File: src/rtl/midi_uart_pkg.sv
// Shared definitions for the MIDI UART: FSM state types and the default bit period.
package midi_uart_pkg;

  localparam int unsigned MIDI_CLK_DIV_DEFAULT = 687;

  typedef enum logic [1:0] {
    TX_IDLE,
    TX_START,
    TX_DATA,
    TX_STOP
  } tx_state_e;

  typedef enum logic [2:0] {
    RX_IDLE,
    RX_START,
    RX_DATA,
    RX_STOP,
    RX_WAIT_HIGH
  } rx_state_e;

endpackage

File: src/rtl/midi_uart_if.sv
// Host-side handshake of the MIDI UART: transmit request/data and receive status/data.
interface midi_uart_if;
  logic        tx_start;
  logic [15:0] tx_data;
  logic        tx_int;
  logic        rx_int;
  logic [15:0] rx_data;
  logic        rx_err;

  modport master (
    output tx_start, tx_data,
    input  tx_int, rx_int, rx_data, rx_err
  );

  modport slave (
    input  tx_start, tx_data,
    output tx_int, rx_int, rx_data, rx_err
  );
endinterface

File: src/rtl/midi_uart_rx.sv
// MIDI receiver: 2-flop synchronizer, mid-bit sampling FSM, framing-error detection.
module midi_uart_rx
  import midi_uart_pkg::*;
#(
  parameter int unsigned CLK_DIV = MIDI_CLK_DIV_DEFAULT
) (
  input  logic       clk,
  input  logic       reset,
  input  logic       midi_rx,
  output logic       rx_int,
  output logic [7:0] rx_byte,
  output logic       rx_err
);

  localparam int unsigned CW = $clog2(CLK_DIV);

  rx_state_e      rx_state_q, rx_state_d;
  logic [CW-1:0]  rx_cnt_q, rx_cnt_d;
  logic [3:0]     rx_bit_q, rx_bit_d;
  logic [7:0]     rx_shift_q, rx_shift_d;
  logic [7:0]     rx_byte_q, rx_byte_d;
  logic           sync1_q, sync2_q, rs_prev_q;
  logic           rx_int1_q, rx_int1_d, rx_int2_q;
  logic           rx_err_q, rx_err_d;
  logic           rs, bit_end, half_end;

  assign rs       = sync2_q;
  assign bit_end  = (rx_cnt_q == CW'(CLK_DIV - 1));
  assign half_end = (rx_cnt_q == CW'(CLK_DIV / 2 - 1));

  always_comb begin
    rx_state_d = rx_state_q;
    rx_cnt_d   = rx_cnt_q;
    rx_bit_d   = rx_bit_q;
    rx_shift_d = rx_shift_q;
    rx_byte_d  = rx_byte_q;
    rx_int1_d  = 1'b0;
    rx_err_d   = 1'b0;
    case (rx_state_q)
      RX_IDLE: begin
        if (rs_prev_q && !rs) begin
          rx_state_d = RX_START;
          rx_cnt_d   = '0;
          rx_bit_d   = '0;
        end
      end
      RX_START: begin
        if (half_end) begin
          rx_cnt_d   = '0;
          rx_state_d = rs ? RX_IDLE : RX_DATA;
        end else begin
          rx_cnt_d = rx_cnt_q + 1'b1;
        end
      end
      RX_DATA: begin
        if (bit_end) begin
          rx_cnt_d   = '0;
          rx_shift_d = {rs, rx_shift_q[7:1]};
          if (rx_bit_q == 4'd7) rx_state_d = RX_STOP;
          else                  rx_bit_d   = rx_bit_q + 4'd1;
        end else begin
          rx_cnt_d = rx_cnt_q + 1'b1;
        end
      end
      RX_STOP: begin
        if (bit_end) begin
          rx_cnt_d = '0;
          if (rs) begin
            rx_byte_d  = rx_shift_q;
            rx_int1_d  = 1'b1;
            rx_state_d = RX_IDLE;
          end else begin
            rx_err_d   = 1'b1;
            rx_state_d = RX_WAIT_HIGH;
          end
        end else begin
          rx_cnt_d = rx_cnt_q + 1'b1;
        end
      end
      RX_WAIT_HIGH: begin
        if (rs) rx_state_d = RX_IDLE;
      end
      default: rx_state_d = RX_IDLE;
    endcase
  end

  always_ff @(posedge clk) begin
    if (reset) begin
      rx_state_q <= RX_IDLE;
      rx_cnt_q   <= '0;
      rx_bit_q   <= '0;
      rx_shift_q <= '0;
      rx_byte_q  <= '0;
      sync1_q    <= 1'b1;
      sync2_q    <= 1'b1;
      rs_prev_q  <= 1'b1;
      rx_int1_q  <= 1'b0;
      rx_int2_q  <= 1'b0;
      rx_err_q   <= 1'b0;
    end else begin
      rx_state_q <= rx_state_d;
      rx_cnt_q   <= rx_cnt_d;
      rx_bit_q   <= rx_bit_d;
      rx_shift_q <= rx_shift_d;
      rx_byte_q  <= rx_byte_d;
      sync1_q    <= midi_rx;
      sync2_q    <= sync1_q;
      rs_prev_q  <= rs;
      rx_int1_q  <= rx_int1_d;
      rx_int2_q  <= rx_int1_q;
      rx_err_q   <= rx_err_d;
    end
  end

  // Two staggered pulse flops give the fixed two-cycle rx_int window.
  assign rx_int  = rx_int1_q | rx_int2_q;
  assign rx_byte = rx_byte_q;
  assign rx_err  = rx_err_q;

endmodule

File: src/rtl/midi_uart.sv
// MIDI UART top: inline transmitter FSM plus the midi_uart_rx receiver.
module midi_uart
  import midi_uart_pkg::*;
#(
  parameter int unsigned CLK_DIV = MIDI_CLK_DIV_DEFAULT
) (
  input  logic        clk,
  input  logic        reset,
  input  logic        midi_rx,
  output logic        midi_tx,
  midi_uart_if.slave  bus
);

  localparam int unsigned CW = $clog2(CLK_DIV);

  tx_state_e      tx_state_q, tx_state_d;
  logic [CW-1:0]  tx_cnt_q, tx_cnt_d;
  logic [3:0]     tx_bit_q, tx_bit_d;
  logic [7:0]     tx_shift_q, tx_shift_d;
  logic           midi_tx_q, midi_tx_d;
  logic           tx_int_q, tx_int_d;
  logic           tx_bit_end;
  logic [7:0]     rx_byte;
  logic           rx_int, rx_err;
  logic           unused_tx_hi;

  assign tx_bit_end   = (tx_cnt_q == CW'(CLK_DIV - 1));
  assign unused_tx_hi = ^bus.tx_data[15:8];

  always_comb begin
    tx_state_d = tx_state_q;
    tx_cnt_d   = tx_cnt_q;
    tx_bit_d   = tx_bit_q;
    tx_shift_d = tx_shift_q;
    midi_tx_d  = midi_tx_q;
    tx_int_d   = tx_int_q;
    case (tx_state_q)
      TX_IDLE: begin
        if (bus.tx_start) begin
          tx_state_d = TX_START;
          tx_shift_d = bus.tx_data[7:0];
          tx_cnt_d   = '0;
          tx_bit_d   = '0;
          midi_tx_d  = 1'b0;
          tx_int_d   = 1'b1;
        end
      end
      TX_START: begin
        if (tx_bit_end) begin
          tx_state_d = TX_DATA;
          tx_cnt_d   = '0;
          midi_tx_d  = tx_shift_q[0];
        end else begin
          tx_cnt_d = tx_cnt_q + 1'b1;
        end
      end
      TX_DATA: begin
        if (tx_bit_end) begin
          tx_cnt_d = '0;
          if (tx_bit_q == 4'd7) begin
            tx_state_d = TX_STOP;
            midi_tx_d  = 1'b1;
          end else begin
            tx_bit_d   = tx_bit_q + 4'd1;
            tx_shift_d = {1'b0, tx_shift_q[7:1]};
            midi_tx_d  = tx_shift_q[1];
          end
        end else begin
          tx_cnt_d = tx_cnt_q + 1'b1;
        end
      end
      TX_STOP: begin
        if (tx_bit_end) begin
          tx_state_d = TX_IDLE;
          tx_cnt_d   = '0;
          tx_int_d   = 1'b0;
        end else begin
          tx_cnt_d = tx_cnt_q + 1'b1;
        end
      end
      default: tx_state_d = TX_IDLE;
    endcase
  end

  always_ff @(posedge clk) begin
    if (reset) begin
      tx_state_q <= TX_IDLE;
      tx_cnt_q   <= '0;
      tx_bit_q   <= '0;
      tx_shift_q <= '0;
      midi_tx_q  <= 1'b1;
      tx_int_q   <= 1'b0;
    end else begin
      tx_state_q <= tx_state_d;
      tx_cnt_q   <= tx_cnt_d;
      tx_bit_q   <= tx_bit_d;
      tx_shift_q <= tx_shift_d;
      midi_tx_q  <= midi_tx_d;
      tx_int_q   <= tx_int_d;
    end
  end

  midi_uart_rx #(.CLK_DIV(CLK_DIV)) u_rx (
    .clk     (clk),
    .reset   (reset),
    .midi_rx (midi_rx),
    .rx_int  (rx_int),
    .rx_byte (rx_byte),
    .rx_err  (rx_err)
  );

  assign midi_tx     = midi_tx_q;
  assign bus.tx_int  = tx_int_q;
  assign bus.rx_int  = rx_int;
  assign bus.rx_err  = rx_err;
  assign bus.rx_data = {8'h00, rx_byte};

endmodule

File: src/flat_wrapper.sv
// flat-port wrapper written by rule: the top's interface ports become plain ports
module midi_uart_flat import midi_uart_pkg::*;
#(
  parameter int unsigned CLK_DIV = MIDI_CLK_DIV_DEFAULT
)
  (clk, reset, midi_rx, midi_tx, bus_tx_start, bus_tx_data, bus_tx_int, bus_rx_int, bus_rx_data, bus_rx_err);
  midi_uart_if bus_i ();
  input  logic clk;
  input  logic reset;
  input  logic midi_rx;
  output logic midi_tx;
  input wire logic [$bits(bus_i.tx_start)-1:0] bus_tx_start;
  input wire logic [$bits(bus_i.tx_data)-1:0] bus_tx_data;
  output wire logic [$bits(bus_i.tx_int)-1:0] bus_tx_int;
  output wire logic [$bits(bus_i.rx_int)-1:0] bus_rx_int;
  output wire logic [$bits(bus_i.rx_data)-1:0] bus_rx_data;
  output wire logic [$bits(bus_i.rx_err)-1:0] bus_rx_err;
  assign bus_i.tx_start = bus_tx_start;
  assign bus_i.tx_data = bus_tx_data;
  assign bus_tx_int = bus_i.tx_int;
  assign bus_rx_int = bus_i.rx_int;
  assign bus_rx_data = bus_i.rx_data;
  assign bus_rx_err = bus_i.rx_err;
  midi_uart #(.CLK_DIV(CLK_DIV)) u_core (.clk(clk), .reset(reset), .midi_rx(midi_rx), .midi_tx(midi_tx), .bus(bus_i));
endmodule
File: config.mk
export PLATFORM = sky130hd
export DESIGN_NAME = midi_uart_flat
export DESIGN_NICKNAME = d
export VERILOG_FILES = /design/src/rtl/midi_uart_pkg.sv /design/src/rtl/midi_uart_if.sv /design/src/rtl/midi_uart_rx.sv /design/src/rtl/midi_uart.sv /design/src/flat_wrapper.sv
export SDC_FILE = /design/constraint.sdc
export NUM_CORES = 1
export LEC_CHECK = 0
export BUFFER_PORTS_ARGS = -buffer_cell sky130_fd_sc_hd__buf_2
export CORE_UTILIZATION = 53
export DETAILED_ROUTE_END_ITERATION = 8
export PLACE_DENSITY = 0.8
export SKIP_LAST_GASP = 1
export SLEW_MARGIN = 10
export SYNTH_ARGS = -nofsm -noshare
export SYNTH_HDL_FRONTEND = slang
export SYNTH_SLANG_ARGS = --single-unit
File: constraint.sdc
create_clock -name clk -period 2.5 [get_ports clk]
set_input_delay 0.125 -clock clk [delete_from_list [all_inputs] [get_ports clk]]
set_output_delay 0.125 -clock clk [all_outputs]
set_load 0.005 [all_outputs]
# --- After elaboration in Yosys (flattened, before gate mapping) ---
# Index checks and enable logic that the tools add are counted.
word_totals:
  reg_bits: 65
  inputBits: 20
op_classes:
  addsub: 4
  n_eq_ne: 25
  n_mux: 44
  bitwise_logic: 3
  n_reduce_logical: 21
op_table:
  columns: ["cell", "n"]
  rows:
  - ["$mux W10", 5]
  - ["$pmux W10 S3", 1]
  - ["$mux W4", 6]
  - ["$mux W8", 3]
  - ["$mux W3", 7]
  - ["$add A10 B1 Y10 const B", 2]
  - ["$eq A10 B10 Y1 const B", 2]
  - ["$pmux W10 S2", 1]
  - ["$ne A2 B2 Y1 const B", 9]
  - ["$pmux W4 S2", 2]
  - ["$pmux W8 S2", 1]
  - ["$pmux W3 S5", 1]
  - ["$mux W2", 6]
  - ["$reduce_and A4 Y1", 3]
  - ["$eq A10 B9 Y1 const B", 1]
  - ["$add A4 B1 Y4 const B", 2]
  - ["$eq A4 B3 Y1 const B", 2]
  - ["$mux W1", 8]
  - ["$ne A2 B1 Y1 const B", 4]
  - ["$pmux W2 S4", 1]
  - ["$eq A3 B2 Y1 const B", 2]
  - ["$reduce_and A3 Y1", 2]
  - ["$reduce_and A6 Y1", 1]
  - ["$reduce_bool A2 Y1", 3]
  - ["other kinds (17)", 22]

# --- Logic depth before layout (Yosys ltp) ---
logic_depth:
  ltp_word: 4
  ltp_mapped: 10

# --- Hierarchy ---
# A second synthesis with hierarchy kept.
hier_totals:
  hier_cells: 363
  hier_area_um2: 3399.5
modules_own_cells:
  columns: ["module", "instances", "cells_per_inst", "area_each_um2", "seq_area_each_um2"]
  rows:
  - ["midi_uart_rx", 1, 191, 1774.2, 780.7]
  - ["midi_uart", 1, 172, 1625.3, 520.5]

# --- Worst setup path after synthesis ---
# No wires, ideal clock.
synth_path:
  kind: "register to register"
  from: "register u_core.u_rx.rx_cnt_q[0]"
  to: "register u_core.u_rx.rx_byte_q[0] (netlist: u_core.u_rx.rx_byte[0])"
  setup_time_ns: 0.128
  t_arrival_ns: 1.741
  slack_ns: 0.632
  stages_incl_launch_ff: 8
  path_cell_list: "dfxtp_1 > inv_1 > ha_1 > nand4b_1 > nor4b_4 > nand4_2 > mux2i_1 > nor2_1"
synth_via:
  elab_chain_cells: 2
synth_lines:
  columns: ["element", "line_no", "text"]
  rows:
  - ["from (decl)", "midi_uart_rx.sv:18", "logic [CW-1:0] rx_cnt_q, rx_cnt_d;"]
  - ["from (signal assigned)", "midi_uart_rx.sv:102", "rx_cnt_q <= rx_cnt_d;"]
  - ["$eq A10 B10 Y1", "midi_uart_rx.sv:28", "assign bit_end = (rx_cnt_q == CW'(CLK_DIV - 1));"]
  - ["$reduce_and A3 Y1 (no line)", null, null]
  - ["to (signal assigned)", "midi_uart_rx.sv:105", "rx_byte_q <= rx_byte_d;"]
  - ["to (decl)", "midi_uart_rx.sv:21", "logic [7:0] rx_byte_q, rx_byte_d;"]
# Every way passes these cells.
# A chain may end at the register's enable or synchronous reset.

# --- Worst setup path after layout ---
layout_path:
  from: "register u_core.tx_cnt_q[1]"
  to: "register u_core.tx_shift_q[4]"
layout_via:
  elab_chain_cells: 3
layout_lines:
  columns: ["element", "line_no", "text"]
  rows:
  - ["from (decl)", "midi_uart.sv:17", "logic [CW-1:0] tx_cnt_q, tx_cnt_d;"]
  - ["from (signal assigned)", "midi_uart.sv:95", "tx_cnt_q <= tx_cnt_d;"]
  - ["$eq A10 B10 Y1", "midi_uart.sv:27", "assign tx_bit_end = (tx_cnt_q == CW'(CLK_DIV - 1));"]
  - ["$ne A2 B1 Y1 (no line)", null, null]
  - ["$reduce_and A4 Y1 (no line)", null, null]
  - ["to (signal assigned)", "midi_uart.sv:97", "tx_shift_q <= tx_shift_d;"]
  - ["to (decl)", "midi_uart.sv:19", "logic [7:0] tx_shift_q, tx_shift_d;"]
# Every way passes these cells.

==> results.yml <==
run_status:
  status: "complete, no violations"
sta:
  fmax_ghz: 0.4681
  setup_viol: 0
  worstMarginPinSlew_ns: 0.8068
  rsz_0062_raised_after_global_routing: "no"
  setup-tns-final_ns: 0
  endpoints_failing_hold: 0
  timing.max_slew.rel_slack_pct: 46.21
  final_period_minus_worst_setup_slack_ns: 2.136
  timing_max_transition_violations_final: 0
  skew_ns: 0.01005
  postLayoutSetupSlackWorst_ns: 0.3637
  final.period_utilization_pct: 85.45
floorplan:
  design.core.area_um2: 5886
  floorplan.initialDensity_pct: 54.72
  die-height_um: 79.95
  design.die.area_um2: 6392
  placementRows: 28
  ioPinCount: 40
  die-width_um: 79.95
route:
  route.antenna.remaining_nets: 0
  firstDrtPassIters: 4
  detail_route.wirelength_mm: 6.095
  drc: 0
  wire_per_inst_um: 13.19
  routed_via_density: 5.641
  via_count: 2606
  drt_iter0_drc: 133
power_and_ir_drop:
  power_per_cell_area_nw_per_um2: 832.2
  ir_worst_vdd_v: 0.0004464
  totalPowerFinal_w: 0.002964
  cellLeakagePower_nw: 1.462
clock_tree:
  clkSlewWorstSetupHoldPaths_ns: 0.07
  tritoncts.num_buffers: 9
  cts_repair_resize_count: 0
  worstSkewPairLatency_ns: 0.34
  tritoncts_clock_tree: "built"
  max-clock-path-buffers: 2
  cts_hold_repair.buffers: 1
  cts.sinks: 65
  root_buffer: "sky130_fd_sc_hd__clkbuf_8"
  cts_setup_buffers: 0
  htree_num_levels: 3
global_route:
  pin_count_of_the_biggest_net_entering_global_routing: 44
  grt.overflow.total: 0
  grt_first_pass_wirelength_mm: 10.41
  first_global_vias: 2363
  gr_usage_total_pct: 21.12
  grt_antenna_before_repair: 0
placed_design:
  detailedPlace.worstSlack_ns: 0.4045
  postPlaceCellArea_um2: 3341
  port_buffers: 23
  place.detailed.hpwl_mm: 4.126
  gp_routability_congestion: 0.8589
  dpl.cell_count: 446
layout:
  non_filler_cells_final: 462
  final_layout_size_suffix_gt1_share_pct: 14.73
  layout_commonest_cell: "sky130_fd_sc_hd__dfxtp_1"
  insertedDiodeCount: 0
  area_growth_syn_to_layout_pct: 10.57
  mostFrequentLayoutCells: "sky130_fd_sc_hd__dfxtp_1 (65), sky130_fd_sc_hd__nor2_1 (47), sky130_fd_sc_hd__nand2_1 (26)"
  final_cell_area_um2: 3561
  fillCellCount: 509
  num-nets-final: 413
yosys:
  cells_after_synthesis: 363
  syn_avg_cell_area_um2: 8.872
  netlist_area_um2: 3221
  ys_seq_area_share_pct: 40.40
  synth-edff-count: 0
  asyncSetResetFlopFracSynth_pct: 0
  ys_types: 53
  synth-warning-count: 0
  yosys_most_used_dff: "sky130_fd_sc_hd__dfxtp_1"
  flip_flop_and_latch_count_after_synthesis: 65
worst_setup_path:
  crit_arrival_ns: 2.38
  crit_required_ns: 2.75
  timing.critical_path.to_type: "flip-flop"
  crit_path_start_kind: "flip-flop"
  classification_of_the_worst_setup_path: "reg2reg"
  critical_path_peak_fanout: 15
hold_path:
  tightest_hold_check_type: "in2reg"
run:
  drv_cap: 0
-- final cells by class --
type | count | area (um^2) | share of cell area [%]
well taps | 75 | 93.84 | 2.635
multi-input cells | 268 | 1755 | 49.30
flip-flops and latches | 65 | 1301 | 36.54
clock inverters | 3 | 65.06 | 1.827
clock buffers | 12 | 145.1 | 4.076
inverters | 10 | 37.54 | 1.054
repair buffers | 29 | 162.7 | 4.568
-- critical path, cell delays in order (launching register included) --
cell                        delay, ns
sky130_fd_sc_hd__dfxtp_1         0.42
sky130_fd_sc_hd__ha_1            0.24
sky130_fd_sc_hd__nand4bb_4       0.14
sky130_fd_sc_hd__o41ai_2         0.43
sky130_fd_sc_hd__and2_1          0.50
sky130_fd_sc_hd__nor2_1          0.08
sky130_fd_sc_hd__a211oi_1        0.23
-- metrics by stage --
| stage | utilization (%) | hold WS (ns) |
|---|---|---|
| 6_report | 60.50 | 0.02123 |
| 5_1_grt | 60.50 | 0.04355 |
| 3_5_place_dp | 56.76 | 0.3130 |
| 2_1_floorplan | - | 0.2248 |
| 4_1_cts | 60.50 | 0.01032 |
| 3_3_place_gp | 56.76 | 0.3110 |
-- worst paths after layout --
check	from	to	slack (ns)	depth (start not counted)
setup / recovery	u_core.tx_cnt_q[1]	u_core.tx_shift_q[4]	0.36	6
setup reg to reg	u_core.tx_cnt_q[1]	u_core.tx_shift_q[4]	0.36	6
hold / removal	bus_tx_data[7]	u_core.tx_shift_q[7]	0.02	3
hold reg to reg	u_core.u_rx.sync1_q	u_core.u_rx.rs	0.41	1
-- report_power, final --
group / switching [W] / internal, W
clock network: 0.000377 / 0.000582
registers: 0.0000702 / 0.00113
logic: 0.000483 / 0.000323
total: 0.000931 / 0.00203
-- per-layer routing --
metal,vias to the layer above,wire length (um),GRT usage [%]
met5,-,0,0
met4,0,116,10.54
met3,8,177,4.800
met2,38,2907,34.62
met1,1227,2893,25.86
li1,1333,-,-
-- state kept, by name (all words and copies together), names as in the netlist, 2 cells and up --
| signal | flops |
|---|---|
| u_core.tx_bit_q | 4 |
| u_core.tx_cnt_q | 10 |
| u_core.tx_shift_q | 8 |
| u_core.tx_state_q | 2 |
| u_core.u_rx.rx_bit_q | 4 |
| u_core.u_rx.rx_byte | 8 |
| u_core.u_rx.rx_cnt_q | 10 |
| u_core.u_rx.rx_shift_q | 8 |
| u_core.u_rx.rx_state_q | 3 |
-- synth_stat cells, types with 9 or more instances --
master	number	area share [%]
sky130_fd_sc_hd__a211oi_1	10	2.3
sky130_fd_sc_hd__a21oi_1	17	2.6
sky130_fd_sc_hd__a31oi_1	10	1.9
sky130_fd_sc_hd__buf_4	11	2.6
sky130_fd_sc_hd__clkbuf_1	13	1.5
sky130_fd_sc_hd__dfxtp_1	65	40
sky130_fd_sc_hd__ha_1	10	3.9
sky130_fd_sc_hd__inv_1	10	1.2
sky130_fd_sc_hd__mux2i_1	24	7.5
sky130_fd_sc_hd__nand2_1	26	3.0
sky130_fd_sc_hd__nand3_1	19	3.0
sky130_fd_sc_hd__nor2_1	47	5.5
sky130_fd_sc_hd__o21ai_0	9	1.4
-- logic make-up after synthesis --
group,share of synthesized area [%]
AO/OA/AOI/OAI,15.97
XOR/XNOR,0.8160
other,0.1164
buffers and inverters,5.905
AND/OR/NAND/NOR,25.45
flip-flops,40.40
adder cells (fa/ha/maj),3.885
multiplexers,7.459
No activity file was read; power rests on OpenSTA's default activity.
